`src/rtl/keypad_scanner_if.sv`:
```
// Debounced key bus from the keypad scanner to the vending-machine control logic.
interface keypad_scanner_if;
    logic [2:0] coluna;
    logic [3:0] linha;
    logic [3:0] key_code;
    logic       key_valid;
    logic       key_strobe;

    // Scanner side drives the bus.
    modport master (
        output coluna,
        output linha,
        output key_code,
        output key_valid,
        output key_strobe
    );

    // Control logic side consumes the bus.
    modport slave (
        input coluna,
        input linha,
        input key_code,
        input key_valid,
        input key_strobe
    );
endinterface

```
`src/rtl/keypad_scanner.sv`:
```
// 4x3 matrix keypad scanner: one-hot row drive, column sampling at the end of
// each row dwell, multi-key rejection and frame-based press/release debounce.
module keypad_scanner #(
    parameter int unsigned SCAN_DIV        = 16,
    parameter int unsigned DEBOUNCE_FRAMES = 15
) (
    input  logic              clock,
    input  logic              reset,
    input  logic [2:0]        coluna_in,
    output logic [3:0]        linha_out,
    keypad_scanner_if.master  key_bus
);

    localparam int unsigned DWELL_W = $clog2(SCAN_DIV);
    localparam int unsigned CNT_W   = $clog2(DEBOUNCE_FRAMES + 1);
    localparam logic [DWELL_W-1:0] DWELL_LAST = DWELL_W'(SCAN_DIV - 1);
    localparam logic [CNT_W-1:0]   CNT_TARGET = CNT_W'(DEBOUNCE_FRAMES);

    typedef enum logic [1:0] {IDLE, DEBOUNCE, PRESSED, RELEASE} state_t;

    state_t             state_q, state_d;
    logic [DWELL_W-1:0] dwell_q;
    logic [3:0]         row_q;
    logic               acc_hit_q, acc_inv_q;
    logic [3:0]         acc_row_q;
    logic [2:0]         acc_col_q;
    logic [3:0]         cand_row_q, cand_row_d;
    logic [2:0]         cand_col_q, cand_col_d;
    logic [CNT_W-1:0]   cnt_q, cnt_d, cnt_inc;
    logic [2:0]         col_q, col_d;
    logic [3:0]         lin_q, lin_d;
    logic [3:0]         code_q, code_d;
    logic               valid_q, valid_d;
    logic               strobe_q, strobe_d;

    logic       last_dwell, frame_end;
    logic       sample_nz, sample_onehot;
    logic       hit_now, inv_now, res_key, same_key;
    logic [3:0] key_row_now;
    logic [2:0] key_col_now;

    // Keypad code for a one-hot row/column pair.
    function automatic logic [3:0] encode(input logic [3:0] r, input logic [2:0] c);
        logic [3:0] ri, ci;
        ri = r[3] ? 4'd0 : r[2] ? 4'd1 : r[1] ? 4'd2 : 4'd3;
        ci = c[2] ? 4'd0 : c[1] ? 4'd1 : 4'd2;
        if (ri != 4'd3) begin
            encode = 4'(ri * 4'd3 + ci + 4'd1);
        end else begin
            encode = (ci == 4'd0) ? 4'd10 : (ci == 4'd1) ? 4'd0 : 4'd11;
        end
    endfunction

    assign last_dwell    = (dwell_q == DWELL_LAST);
    assign frame_end     = last_dwell && (row_q == 4'b0001);
    assign sample_nz     = |coluna_in;
    assign sample_onehot = ((coluna_in & 3'(coluna_in - 3'd1)) == 3'b000);
    assign hit_now       = acc_hit_q | sample_nz;
    assign inv_now       = acc_inv_q | (sample_nz & (acc_hit_q | ~sample_onehot));
    assign key_row_now   = sample_nz ? row_q : acc_row_q;
    assign key_col_now   = sample_nz ? coluna_in : acc_col_q;
    assign res_key       = hit_now & ~inv_now;
    assign same_key      = res_key && (key_row_now == cand_row_q) && (key_col_now == cand_col_q);
    assign cnt_inc       = (&cnt_q) ? cnt_q : CNT_W'(cnt_q + CNT_W'(1));

    // Row rotation, dwell timing and per-frame accumulation of column samples.
    always_ff @(posedge clock) begin
        if (reset) begin
            dwell_q   <= '0;
            row_q     <= 4'b1000;
            acc_hit_q <= 1'b0;
            acc_inv_q <= 1'b0;
            acc_row_q <= '0;
            acc_col_q <= '0;
        end else if (last_dwell) begin
            dwell_q <= '0;
            row_q   <= {row_q[0], row_q[3:1]};
            if (frame_end) begin
                acc_hit_q <= 1'b0;
                acc_inv_q <= 1'b0;
                acc_row_q <= '0;
                acc_col_q <= '0;
            end else begin
                acc_hit_q <= hit_now;
                acc_inv_q <= inv_now;
                acc_row_q <= key_row_now;
                acc_col_q <= key_col_now;
            end
        end else begin
            dwell_q <= DWELL_W'(dwell_q + DWELL_W'(1));
        end
    end

    // Debounce state, candidate key and registered key outputs.
    always_ff @(posedge clock) begin
        if (reset) begin
            state_q    <= IDLE;
            cnt_q      <= '0;
            cand_row_q <= '0;
            cand_col_q <= '0;
            col_q      <= '0;
            lin_q      <= '0;
            code_q     <= '0;
            valid_q    <= 1'b0;
            strobe_q   <= 1'b0;
        end else begin
            state_q    <= state_d;
            cnt_q      <= cnt_d;
            cand_row_q <= cand_row_d;
            cand_col_q <= cand_col_d;
            col_q      <= col_d;
            lin_q      <= lin_d;
            code_q     <= code_d;
            valid_q    <= valid_d;
            strobe_q   <= strobe_d;
        end
    end

    // Frame-end transitions; outputs load on press acceptance, clear on return to IDLE.
    always_comb begin
        state_d    = state_q;
        cnt_d      = cnt_q;
        cand_row_d = cand_row_q;
        cand_col_d = cand_col_q;
        col_d      = col_q;
        lin_d      = lin_q;
        code_d     = code_q;
        valid_d    = valid_q;
        strobe_d   = 1'b0;
        if (frame_end) begin
            case (state_q)
                IDLE: begin
                    if (res_key) begin
                        cand_row_d = key_row_now;
                        cand_col_d = key_col_now;
                        cnt_d      = CNT_W'(1);
                        if (DEBOUNCE_FRAMES == 1) begin
                            state_d  = PRESSED;
                            col_d    = key_col_now;
                            lin_d    = key_row_now;
                            code_d   = encode(key_row_now, key_col_now);
                            valid_d  = 1'b1;
                            strobe_d = 1'b1;
                        end else begin
                            state_d = DEBOUNCE;
                        end
                    end
                end
                DEBOUNCE: begin
                    if (same_key) begin
                        cnt_d = cnt_inc;
                        if (cnt_inc >= CNT_TARGET) begin
                            state_d  = PRESSED;
                            col_d    = cand_col_q;
                            lin_d    = cand_row_q;
                            code_d   = encode(cand_row_q, cand_col_q);
                            valid_d  = 1'b1;
                            strobe_d = 1'b1;
                        end
                    end else begin
                        state_d = IDLE;
                        cnt_d   = '0;
                    end
                end
                PRESSED: begin
                    if (!same_key) begin
                        if ((DEBOUNCE_FRAMES == 1) && !res_key) begin
                            state_d = IDLE;
                            cnt_d   = '0;
                            col_d   = '0;
                            lin_d   = '0;
                            code_d  = '0;
                            valid_d = 1'b0;
                        end else begin
                            state_d = RELEASE;
                            cnt_d   = res_key ? CNT_W'(0) : CNT_W'(1);
                        end
                    end
                end
                RELEASE: begin
                    if (!res_key) begin
                        cnt_d = cnt_inc;
                        if (cnt_inc >= CNT_TARGET) begin
                            state_d = IDLE;
                            cnt_d   = '0;
                            col_d   = '0;
                            lin_d   = '0;
                            code_d  = '0;
                            valid_d = 1'b0;
                        end
                    end else if (same_key) begin
                        state_d = PRESSED;
                        cnt_d   = '0;
                    end else begin
                        cnt_d = '0;
                    end
                end
                default: state_d = IDLE;
            endcase
        end
    end

    assign linha_out          = row_q;
    assign key_bus.coluna     = col_q;
    assign key_bus.linha      = lin_q;
    assign key_bus.key_code   = code_q;
    assign key_bus.key_valid  = valid_q;
    assign key_bus.key_strobe = strobe_q;

endmodule

```
`src/flat_wrapper.sv`:
```
// flat-port wrapper written by rule: the top's interface ports become plain ports
module keypad_scanner_flat 
#(
    parameter int unsigned SCAN_DIV        = 16,
    parameter int unsigned DEBOUNCE_FRAMES = 15
)
  (clock, reset, coluna_in, linha_out, key_bus_coluna, key_bus_linha, key_bus_key_code, key_bus_key_valid, key_bus_key_strobe);
  keypad_scanner_if key_bus_i ();
  input  logic clock;
  input  logic reset;
  input  logic [2:0] coluna_in;
  output logic [3:0] linha_out;
  output wire logic [$bits(key_bus_i.coluna)-1:0] key_bus_coluna;
  output wire logic [$bits(key_bus_i.linha)-1:0] key_bus_linha;
  output wire logic [$bits(key_bus_i.key_code)-1:0] key_bus_key_code;
  output wire logic [$bits(key_bus_i.key_valid)-1:0] key_bus_key_valid;
  output wire logic [$bits(key_bus_i.key_strobe)-1:0] key_bus_key_strobe;
  assign key_bus_coluna = key_bus_i.coluna;
  assign key_bus_linha = key_bus_i.linha;
  assign key_bus_key_code = key_bus_i.key_code;
  assign key_bus_key_valid = key_bus_i.key_valid;
  assign key_bus_key_strobe = key_bus_i.key_strobe;
  keypad_scanner #(.SCAN_DIV(SCAN_DIV), .DEBOUNCE_FRAMES(DEBOUNCE_FRAMES)) u_core (.clock(clock), .reset(reset), .coluna_in(coluna_in), .linha_out(linha_out), .key_bus(key_bus_i));
endmodule
```
`config.mk`:
```
export PLATFORM = sky130hd
export DESIGN_NAME = keypad_scanner_flat
export DESIGN_NICKNAME = d
export VERILOG_FILES = /design/src/rtl/keypad_scanner_if.sv /design/src/rtl/keypad_scanner.sv /design/src/flat_wrapper.sv
export SDC_FILE = /design/constraint.sdc
export NUM_CORES = 1
export LEC_CHECK = 0
export BUFFER_PORTS_ARGS = -buffer_cell sky130_fd_sc_hd__buf_4
export CORE_MARGIN = 2
export CORE_UTILIZATION = 55
export CTS_CLUSTER_DIAMETER = 80
export DETAILED_ROUTE_END_ITERATION = 6
export GPL_ROUTABILITY_DRIVEN = 0
export PLACE_DENSITY = 0.81
export SLEW_MARGIN = 0
export SYNTH_ARGS = -nofsm -noshare
export SYNTH_HDL_FRONTEND = slang
export SYNTH_SLANG_ARGS = --single-unit
```
`constraint.sdc`:
```
create_clock -name clock -period 4.5 [get_ports clock]
set_input_delay 0.9 -clock clock [delete_from_list [all_inputs] [get_ports clock]]
set_output_delay 0.9 -clock clock [all_outputs]
set_load 0.005 [all_outputs]
```
Word-level counts from Yosys, hierarchy flattened
Cells that the tools add are included.
- register bits: 43
- latch bits: 0
- bits in writable memories: 0
- bits in read-only memories: 0
- input port bits: 5
- output and inout bits: 17
- word-level logic and storage cells: 115
- memories: 0
- $add $sub $neg: 5
- multipliers: 1
- divide/modulo/power cells: 0
- magnitude comparators: 1
- equal/unequal tests: 18
- shift-type cells: 0
- mux-type cells: 49
- bitwise operators: 11
- reductions and logical operators: 15
- operator list (cell ; count):
    2-to-1 mux 4 bit ; 20
    2-to-1 mux 3 bit ; 6
    2-to-1 mux 2 bit ; 8
    one-hot mux 4 bit (2 select lines) ; 2
    one-hot mux 4 bit (4 select lines) ; 1
    adder 4 x 1 -> 4 bit (second input constant) ; 3
    AND reduction 6 bit ; 2
    2-to-1 mux 1 bit ; 9
    equality test 4 x 1 -> 1 bit (second input constant) ; 2
    != test 2 x 1 -> 1 bit (second input constant) ; 4
    one-hot mux 2 bit (4 select lines) ; 1
    != test 3 bit (second input constant) ; 2
    one-hot mux 3 bit (2 select lines) ; 1
    AND reduction 3 bit ; 2
    NOT 1 bit ; 5
    adder 4 bit ; 1
    equality test 2 bit (second input constant) ; 2
    equality test 4 bit ; 1
    equality test 4 bit (second input constant) ; 1
    >= comparator 4 bit (second input constant) ; 1
    zero test 4 bit ; 1
    multiplier 4 x 2 -> 4 bit (second input constant) ; 1
    != test 2 bit (second input constant) ; 2
    != test 4 x 2 -> 1 bit (second input constant) ; 1
    16 further kinds ; 21

Longest topological paths before layout
Gate-level depths: netlist (run 1).
- depth in word-level cells: 14
- depth in mapped cells: 10
- depth with buffers taken out: 8

Worst setup path after synthesis (run 1)
Ideal clock, no wire load.
- path kind: input -> register
- start point: input coluna_in[1]
- end point: register u_core.valid_q, in the netlist u_core.key_bus.key_valid
- setup time: 0.121 ns
- data arrival time: 2.863 ns
- data required time: 4.379 ns
- path slack: 1.517 ns
- stages on the path: 8
- buffers on the path: 1
- path through: buf_2 > or3b_2 > a21oi_1 > o22ai_2 > nor4_4 > nand2_2 > a21oi_2 > mux2_2
- longest elaborated chain between the ends: 13
- elaborated cells between the ends (all ways): 20
- those cells by class: add/sub: 1; eq/ne: 4; mux: 2; bitwise: 8; reduce/logical: 5
- RTL lines (element ; RTL line ; RTL):
    from (decl) ; flat_wrapper.sv:11 ; input logic [2:0] coluna_in;
    subtractor 3 x 1 -> 3 bit ; keypad_scanner.sv:57 ; assign sample_onehot = ((coluna_in & 3'(coluna_in - 3'd1)) == 3'b000);
    AND 3 bit ; keypad_scanner.sv:57 ;
    zero test 3 bit ; keypad_scanner.sv:57 ;
    NOT 1 bit ; keypad_scanner.sv:59 ; assign inv_now = acc_inv_q | (sample_nz & (acc_hit_q | ~sample_onehot));
    OR 1 bit ; keypad_scanner.sv:59 ;
    AND 1 bit ; keypad_scanner.sv:59 ;
    OR 1 bit ; keypad_scanner.sv:59 ;
    NOT 1 bit ; keypad_scanner.sv:62 ; assign res_key = hit_now & ~inv_now;
    AND 1 bit ; keypad_scanner.sv:62 ;
    logical AND 1 bit (2 in a row) ; keypad_scanner.sv:63 ; assign same_key = res_key && (key_row_now == cand_row_q) && (key_col_now == cand_col_q);
    != test 2 x 1 -> 1 bit (no line) ; -- ;
    AND reduction 6 bit (no line) * ; -- ;
    to (signal assigned) ; keypad_scanner.sv:114 ; valid_q <= valid_d;
    to (decl) ; keypad_scanner.sv:33 ; logic valid_q, valid_d;
Every way passes the cells marked *; elsewhere a longest branch is shown, timed or not.
A chain may end at the register's enable or synchronous reset.

Worst setup path after layout (run 1)
- start point: input coluna_in[1]
- end point: register u_core.code_q[0], in the netlist u_core.key_bus.key_code[0]
- longest elaborated chain between the ends: 13
- elaborated cells between the ends (all ways): 20
- those cells by class: add/sub: 1; eq/ne: 4; mux: 2; bitwise: 8; reduce/logical: 5
- RTL lines (element ; RTL line ; RTL):
    subtractor 3 x 1 -> 3 bit ; keypad_scanner.sv:57 ;
    AND 3 bit ; keypad_scanner.sv:57 ;
    zero test 3 bit ; keypad_scanner.sv:57 ;
    NOT 1 bit ; keypad_scanner.sv:59 ;
    OR 1 bit ; keypad_scanner.sv:59 ;
    AND 1 bit ; keypad_scanner.sv:59 ;
    OR 1 bit ; keypad_scanner.sv:59 ;
    NOT 1 bit ; keypad_scanner.sv:62 ;
    AND 1 bit ; keypad_scanner.sv:62 ;
    logical AND 1 bit (2 in a row) ; keypad_scanner.sv:63 ;
    != test 2 x 1 -> 1 bit (no line) ; -- ;
    AND reduction 6 bit (no line) * ; -- ;
    to (signal assigned) ; keypad_scanner.sv:113 ; code_q <= code_d;
    to (decl) ; keypad_scanner.sv:32 ; logic [3:0] code_q, code_d;
Marks and branches as above.

==> results of run 1 <==
## power by group
| group | internal [mW] | total, mW | switching (mW) |
|---|---|---|---|
| Combinational | 0.0131 | 0.0395 | 0.0264 |
| Clock | 0.125 | 0.259 | 0.134 |
| Sequential | 0.382 | 0.384 | 0.00162 |
## cell families (layout without fill, tap and decap cells)
logic type / after synthesis / after routing
AO/OA/AOI/OAI: 61 / 61
XOR/XNOR: 10 / 10
adder cells (fa/ha/maj): 8 / 8
buffers and inverters: 27 / 41
flip-flops: 43 / 43
multiplexers: 15 / 15
AND/OR/NAND/NOR: 113 / 113
## critical path: stages
cell     delay, ps
buf_4          150
or3b_2         490
a21oi_1        210
o22ai_2        130
nor4_4         460
nand2_2         90
a21oi_2        350
buf_4          250
mux2i_1        210
## cell usage after synthesis, types with 3 or more instances
library cell  instances
or3_1                 4
a31oi_1               8
a21oi_1              14
nor2b_1               3
o21ai_0              10
a22o_1                4
inv_1                10
a211oi_1              6
a311oi_1              3
dfxtp_1              43
nor4b_1               4
nand3_1               7
ha_1                  6
nor2_1               18
buf_6                 4
mux2i_1              12
nor3_1               13
and3_1                6
clkbuf_1              7
nand2b_1              3
xor2_1                5
nand2_1              45
xnor2_1               5
## metrics by stage
step                power, mW  cell area (um2)  setup slack (ps)  hold WS (ps)
floorplan               0.425             2360              1520           418
global placement        0.431             2480              1290           446
detailed placement      0.432             2480              1210           450
CTS                     0.689             2580              1500           470
global route            0.709             2580              1310           494
finish                  0.683             2580              1490           463
## sequential cells by signal, indices dropped and copies added (netlist names)
register / count
u_core.acc_col_q: 3
u_core.acc_hit_q: 1
u_core.acc_inv_q: 1
u_core.acc_row_q: 4
u_core.cand_col_q: 3
u_core.cand_row_q: 4
u_core.cnt_q: 4
u_core.dwell_q: 4
u_core.key_bus.coluna: 3
u_core.key_bus.key_code: 4
u_core.key_bus.key_strobe: 1
u_core.key_bus.key_valid: 1
u_core.key_bus.linha: 4
u_core.linha_out: 4
u_core.state_q: 2
## layer usage
| metal | track usage | routed length (um) |
|---|---|---|
| met5 | 0 | 0 |
| met3 | 0.0480 | 254 |
| met1 | 0.301 | 2470 |
| met4 | 0.0871 | 129 |
| met2 | 0.369 | 2380 |
## worst min-delay path by stage
| stage | from | end | slack (ps) | depth (start not counted) |
|---|---|---|---|---|
| 2_1_floorplan | u_core.acc_col_q[2] | u_core.acc_col_q[2] | 420 | 2 |
| 3_3_place_gp | u_core.key_bus.coluna[1] | u_core.key_bus.coluna[1] | 450 | 2 |
| 3_5_place_dp | u_core.key_bus.coluna[1] | u_core.key_bus.coluna[1] | 450 | 2 |
| 4_1_cts | u_core.dwell_q[0] | u_core.dwell_q[0] | 470 | 1 |
| 5_1_grt | u_core.key_bus.coluna[1] | u_core.key_bus.coluna[1] | 490 | 2 |
| 6_report | u_core.dwell_q[0] | u_core.dwell_q[0] | 460 | 1 |
## area by class of cell
class	instances	area [um2]	area share
Clock buffer	6	82.6	0.0320
Clock inverter	2	16.3	0.00631
Inverter	10	37.5	0.0146
Multi-Input combinational cell	207	1350	0.522
Sequential cell	43	861	0.334
Tap cell	50	62.6	0.0243
Timing Repair Buffer	23	173	0.0670
==> out/qor.yml, run 1 <==
synthesis.area_um2: 2360
arrival_ps: 3230
crit_fanout: 11
slew_viol_final: 0
cp.required_ps: 4720
fin_cells: 341
relSlewSlack: 0.504
synthMuxAreaShare: 0.0701
dr.pass1.iters: 4
track_usage: 0.229
fin_tns_setup_ps: 0
synth_xor_area_frac: 0.0372
drive_above_1_share: 0.151
synthFlopType: "dfxtp_1"
placedCellCount: 333
grt_first_pass_wirelength_um: 9060
synth_fp_nets: 290
cts_resized: 0
criticalPathCategory: "input port to flop"
synth_edf_count: 0
cts_htree_levels: 2
post_cts_buffers: 0
initialDrtViolationCount: 126
layout.cells.most_common: "nand2_1"
yosys.area.top_type: "dfxtp_1"
routed_wl_um: 5240
rr_startpoint: "u_core.acc_col_q[2]"
die_y_um: 69.5
clk_path_buf_depth: 2
clk_pin_slew_ps: 80
ant_nets: 0
yosysWarnings: 0
fmax_mhz: 332
drc: 0
synth_cell_type_count: 53
ios: 22
core_um2: 4060
wire_per_inst_um: 15.4
endpoint_kind: "flop"
dieArea_um2: 4820
cts-root-buf: "clkbuf_8"
area_growth_pct: 9.40
tritoncts: "done"
reg2reg_depth: 8
startpoint_type: "input port"
yosysSeqAreaShare: 0.365
synth_top_family_by_area: "simple AND/OR/NAND/NOR gates"
vias: 2053
synth.area.top_cells: "dfxtp_1, nand2_1, mux2i_1"
diodes: 0
die_w_um: 69.5
fillers: 366
critPathCapture: "u_core.key_bus.key_code[0]"
post-route-period-util: 0.669
worst_r2r_endpoint: "u_core.key_bus.key_code[0]"
finClkSkew_ps: 5.09
cts_buffers: 5
via_per_inst: 6.02
avgSynthCellArea_um2: 8.51
hold_buffers: 0
cap_violations: 0
tightest_slew_ps: 744
io_buffers: 21
synth_fa_ha_area_frac: 0.0489
syn_inst: 277
cts_sinks: 43
yosys.area.top_type_share: 0.365
placementRows: 23
synth_simple_gate_area_frac: 0.238
rsz0062_at_grt: "no"
grt_pass1_vias: 1966
r2r_slack_ps: 1920
finalSetupViolCount: 0
status: "completed"
synth_compound_area_frac: 0.177
powerDensity_nw_per_um2: 265
antenna_found_initial: 0
min_period_ps: 3010
start_util: 0.581
async_reset_ff_frac: 0
final_nets: 303
ir_worst_vdd_mv: 0.210
p_leak_nw: 0.941
startpoint: "coluna_in[1]"
synth-seq-cells: 43
hpwl_um: 3770
grt_max_degree: 28
final_cell_mix: "nand2_1, dfxtp_1, buf_4, nor2_1, a21oi_1"
hold_class: "flop to flop"
fin_util: 0.635
overflow: 0
clock_latency_ps: 300
final_hold_viol_count: 0
Power figures use the tool's default switching activity.
==> inputs of run 2 (changes only) <==
clock period = 2.8 ns   (was 4.5 ns; I/O delays follow)
==> out/qor.yml, run 2 (same netlist as run 1, synthesis figures left out) <==
final_hold_viol_count: 0  # unchanged
final_nets: 310  # +2.3%
vias: 2035  # -0.88%
die_y_um: 69.5  # unchanged
powerDensity_nw_per_um2: 408  # +54%
routed_wl_um: 4980  # -4.9%
initialDrtViolationCount: 148  # +17%
multi_input_area_um2: 1350  # unchanged
ant_nets: 0  # unchanged
r2r_slack_ps: 550  # -1370 ps
layout.cells.most_common: "nand2_1"
fin_tns_setup_ps: 0  # unchanged
rsz0062_at_grt: "no"
grt_pass1_vias: 1844  # -6.2%
cp_cell_sequence: "buf_4, or3b_2, a21oi_1, o22ai_2, nor4_4, nand2_2, a21oi_2, buf_4, mux2i_1"
cts_sinks: 43  # unchanged
cts_htree_levels: 2  # unchanged
dr.pass1.iters: 5  # +1
hpwl_um: 3660  # -3.0%
hold_class: "flop to flop"
cpPeakStageDelay_ps: 490  # about the same
post-route-period-util: 0.841
hold_buffers: 0  # unchanged
io_buffers: 21  # unchanged
core_um2: 4060  # unchanged
dieArea_um2: 4820  # unchanged
grt_first_pass_wirelength_um: 8420  # -7.0%
finClkSkew_ps: 3.89  # -1.20 ps
drive_above_1_share: 0.171  # +0.0199
ios: 22  # unchanged
finalInstanceArea_um2: 2620  # +1.5%
ir_worst_vdd_mv: 0.190  # -9.3%
overflow: 0  # unchanged
fmax_mhz: 425
clock_latency_ps: 290  # about the same
relSlewSlack: 0.622  # +0.118
criticalPathCategory: "input port to flop"
fillers: 352  # -3.8%
startpoint_type: "input port"
area_growth_pct: 11.0
post_cts_buffers: 0  # unchanged
tightest_slew_ps: 559  # -185 ps
cts-root-buf: "clkbuf_8"
cpMaxStageDelayCell: "or3b_2"
start_util: 0.581  # unchanged
final_cell_mix: "nand2_1, dfxtp_1, buf_4, nor2_1, a21oi_1"
crit_fanout: 11  # unchanged
diodes: 0  # unchanged
dpl_cell_area_um2: 2530  # +2.1%
cpMostUsedCell: "buf_4"
antenna_found_initial: 0  # unchanged
tritoncts: "done"
placementRows: 23  # unchanged
track_usage: 0.213  # -0.0155
finalSetupViolCount: 0  # unchanged
slew_viol_final: 0  # unchanged
grt_max_degree: 28  # unchanged
min_period_ps: 2350
cts_resized: 0  # unchanged
via_per_inst: 5.85  # -2.9%
cts_buffers: 5  # unchanged
endpoint_kind: "flop"
clk_pin_slew_ps: 80  # about the same
cp.required_ps: 3020  # -1700 ps
die_w_um: 69.5  # unchanged
seq_area_um2: 861  # unchanged
wire_per_inst_um: 14.3  # -6.8%
drc: 0  # unchanged
status: "completed"
arrival_ps: 2580  # -650 ps
cap_violations: 0  # unchanged
p_leak_nw: 0.976  # +3.8%
clk_path_buf_depth: 2  # unchanged
## run 2: power by group
part | switching [mW] | internal [mW]
registers | 0.00271 | 0.614
logic | 0.0418 | 0.0237
clock network | 0.213 | 0.171
## run 2: metal layers
layer  GRT usage  part of all wire  vias to the layer above
met5           0                 0                        -
met4      0.0545             0.011                        0
met3      0.0465             0.057                        6
met2       0.333              0.44                       54
met1       0.300              0.49                      954
li1            -                 -                     1021
## run 2: critical path: cells and delay by family
kind	cells	cell delay, ps
AOI/OAI and AO/OA	3	510
buffers and inverters	2	390
muxes	1	210
and+or+nand+nor	3	890
## run 2: worst paths after layout
check | to | depth (start not counted) | start
worst max-delay path | u_core.key_bus.linha[0] | 9 | coluna_in[1]
worst min-delay path | u_core.key_bus.linha[1] | 2 | u_core.key_bus.linha[1]
worst max register to register | u_core.key_bus.linha[0] | 8 | u_core.acc_col_q[2]
worst min register to register | u_core.key_bus.linha[1] | 2 | u_core.key_bus.linha[1]
## run 2: cell type report
type / count / share of cell area
multi-input cells: 207 / 0.514
flip-flops and latches: 43 / 0.329
repair buffers: 30 / 0.0861
clock buffers: 5 / 0.0263
well taps: 50 / 0.0239
inverters: 10 / 0.0144
clock inverters: 3 / 0.00574
## run 2: stage by stage
| stage | util | cells | hold slack (ps) | power, mW | setup WS [ps] |
|---|---|---|---|---|---|
| 6_report | 0.644 | 348 | 460 | 1.07 | 446 |
| 3_3_place_gp | 0.624 | 340 | 434 | 0.696 | 251 |
| 3_5_place_dp | 0.624 | 340 | 442 | 0.697 | 158 |
| 5_1_grt | 0.644 | 348 | 478 | 1.11 | 295 |
| 2_1_floorplan | - | 277 | 418 | 0.683 | 157 |
| 4_1_cts | 0.644 | 348 | 461 | 1.07 | 453 |
==> inputs of run 3 (changes only) <==
ABC_AREA = 1   (was default)
CORE_UTILIZATION = 52   (was 55)
PLACE_DENSITY = 0.8   (was 0.81)
clock period = 2 ns   (was 2.8 ns; I/O delays follow)
==> out/qor.yml, run 3 <==
grt_first_pass_wirelength_um: 8950  # +6.2%
final_cell_mix: "nand2_1, buf_4, dfxtp_1, inv_1, a21oi_1"
synth_most_common_cell: "nand2_1"
criticalPathCategory: "flop to flop"
finalInstanceArea_um2: 2880  # +10%
cts_buffers: 5  # unchanged
synth-seq-cells: 43  # unchanged
diodes: 0  # unchanged
vias: 2206  # +8.4%
drc: 0  # unchanged
synth_common_cells: "nand2_1, dfxtp_1, inv_1, a21oi_1, nand3_1"
cap_violations: 0  # unchanged
relSlewSlack: 0.795  # +0.173
clk_pin_slew_ps: 80  # about the same
crit_buf_inv: 2  # unchanged
final_hold_viol_count: 0  # unchanged
grt_max_degree: 22  # -21%
synth_simple_gate_area_frac: 0.311  # +0.0727
crit_fanout: 4  # -7
die_w_um: 69.1  # -0.51%
tightest_slew_ps: 306  # -253 ps
cp.depth: 8  # -1
violations: "setup timing"
clk_path_buf_depth: 2  # unchanged
critPathTopFamily: "adder cells"
endpoint_kind: "flop"
yosys.area.top_type: "dfxtp_1"
startpoint_type: "flop"
yosysWarnings: 0  # unchanged
finalSetupViolCount: 1  # +1
min_period_ps: 2010
ios: 22  # unchanged
fin_cells: 420  # +21%
start_util: 0.547  # -0.0337
drive_above_1_share: 0.276  # +0.105
fin_util: 0.714  # +0.0695
layout.cells.most_common: "nand2_1"
finClkSkew_ps: 6.89  # +3.00 ps
slew_viol_final: 0  # unchanged
rsz0062_at_grt: "yes"
overflow: 0  # unchanged
pre_cts_slack_ps: -244  # -402 ps
synth_cell_type_count: 33  # -38%
synthFlopType: "dfxtp_1"
fin_ws_ps: -6.32  # -453 ps
wire_per_inst_um: 12.7  # -11%
grt_pass1_vias: 2061  # +12%
die_y_um: 69.1  # -0.51%
hold_class: "flop to flop"
routed_wl_um: 5350  # +7.3%
ant_nets: 0  # unchanged
cpPeakStageDelay_ps: 590  # +100 ps
status: "finished with violations"
antenna_found_initial: 0  # unchanged
avgSynthCellArea_um2: 7.08  # -17%
area_growth_pct: 30.6
fmax_mhz: 498
tritoncts: "done"
synth_fa_ha_area_frac: 0.0522  # +0.00338
final_nets: 382  # +23%
cp_cell_sequence: "inv_4, a21oi_4, fa_1, fa_2, o21bai_1, inv_1, nand2_1, a21oi_2"
arrival_ps: 2250  # -330 ps
synth_fp_nets: 324  # +12%
cts-root-buf: "clkbuf_8"
async_reset_ff_frac: 0  # unchanged
synth.area.top_cells: "dfxtp_1, nand2_1, a21oi_1"
synth_edf_count: 0  # unchanged
p_leak_nw: 1.25  # +28%
post-route-period-util: 1.00
clock_latency_ps: 300  # about the same
hold_depth: 1  # -1
track_usage: 0.227  # +0.0138
worstHoldStart: "u_core.dwell_q[0]"
via_per_inst: 5.25  # -10%
dr.pass1.iters: 4  # -1
ir_worst_vdd_mv: 0.578  # +200%
synth_xor_area_frac: 0.0119  # -0.0252
syn_inst: 311  # +12%
placedCellCount: 407  # +20%
core_um2: 4030  # -0.71%
hpwl_um: 3810  # +4.2%
yosysSeqAreaShare: 0.391  # +0.0253
startpoint: "u_core.cand_row_q[2]"
io_buffers: 21  # unchanged
dieArea_um2: 4770  # -1.0%
synthesis.area_um2: 2200  # -6.5%
powerDensity_nw_per_um2: 584  # +43%
placementRows: 23  # unchanged
hold_buffers: 0  # unchanged
totalPowerFinal_mw: 1.68  # +58%
cts_htree_levels: 2  # unchanged
synth_top_family_by_area: "simple AND/OR/NAND/NOR gates"
synth_compound_area_frac: 0.152  # -0.0247
cpMaxStageDelayCell: "fa_2"
worst_hold_slack_ps: 418  # -42.1 ps
cp.required_ps: 2250  # -770 ps
cts_sinks: 43  # unchanged
initialDrtViolationCount: 94  # -36%
reg2reg_depth: 8  # unchanged
yosys.area.top_type_share: 0.391  # +0.0253
rr_startpoint: "u_core.cand_row_q[2]"
fin_tns_setup_ps: -6.32  # -6.32 ps
dpl_cell_area_um2: 2630  # +3.9%
synthMuxAreaShare: 0  # -0.0701
-- run 3: cell families after synthesis --
logic type               after synthesis
AND/OR/NAND/NOR                      151
AO/OA/AOI/OAI                         61
buffers and inverters                 45
flip-flops                            43
adder cells (fa/ha/maj)                8
XOR/XNOR                               3
-- run 3: worst reg2reg max path, delay by kind of cell (launching register included) --
kind / cells / cell delay (ps)
buffers and inverters: 2 / 100
flip-flops: 1 / 380
adder cells (fa/ha/maj): 2 / 1080
AO/OA/AOI/OAI: 3 / 330
AND/OR/NAND/NOR: 1 / 60
-- run 3: report_power, final --
part           switching, mW  internal [mW]  total, mW
logic                 0.0673         0.0459      0.113
registers            0.00361          0.859      0.863
clock network          0.300          0.404      0.704
total                  0.371           1.31       1.68
-- run 3: worst paths after layout --
check | end | slack (ps)
setup / recovery | u_core.key_bus.key_code[1] | -6
hold / removal | u_core.dwell_q[0] | 420
setup reg to reg | u_core.key_bus.key_code[1] | -6
hold reg to reg | u_core.dwell_q[0] | 420
-- run 3: repair_timing --
item | 4_1_cts | 5_1_grt
hold endpoints to repair | 0 | 0
setup buffers | 0 | 3
gates resized for setup | 2 | 28
endpoints found under the setup margin | 4 | 23
cloned | 1 | 1
pin swaps | 2 | 11
-- run 3: area by class of cell --
class | count | area [um2]
inverters | 38 | 149
clock buffers | 6 | 82.6
well taps | 50 | 62.6
clock inverters | 2 | 35.0
repair buffers | 56 | 420
fillers | 341 | 1150
flip-flops and latches | 43 | 868
repair inverters | 1 | 5.00
multi-input cells | 224 | 1250
-- run 3: metal layers --
layer	track usage	up-vias	share of wire
li1	-	1138	-
met1	0.290	987	0.45
met2	0.378	67	0.48
met3	0.0424	14	0.054
met4	0.0893	0	0.024
met5	0	-	0
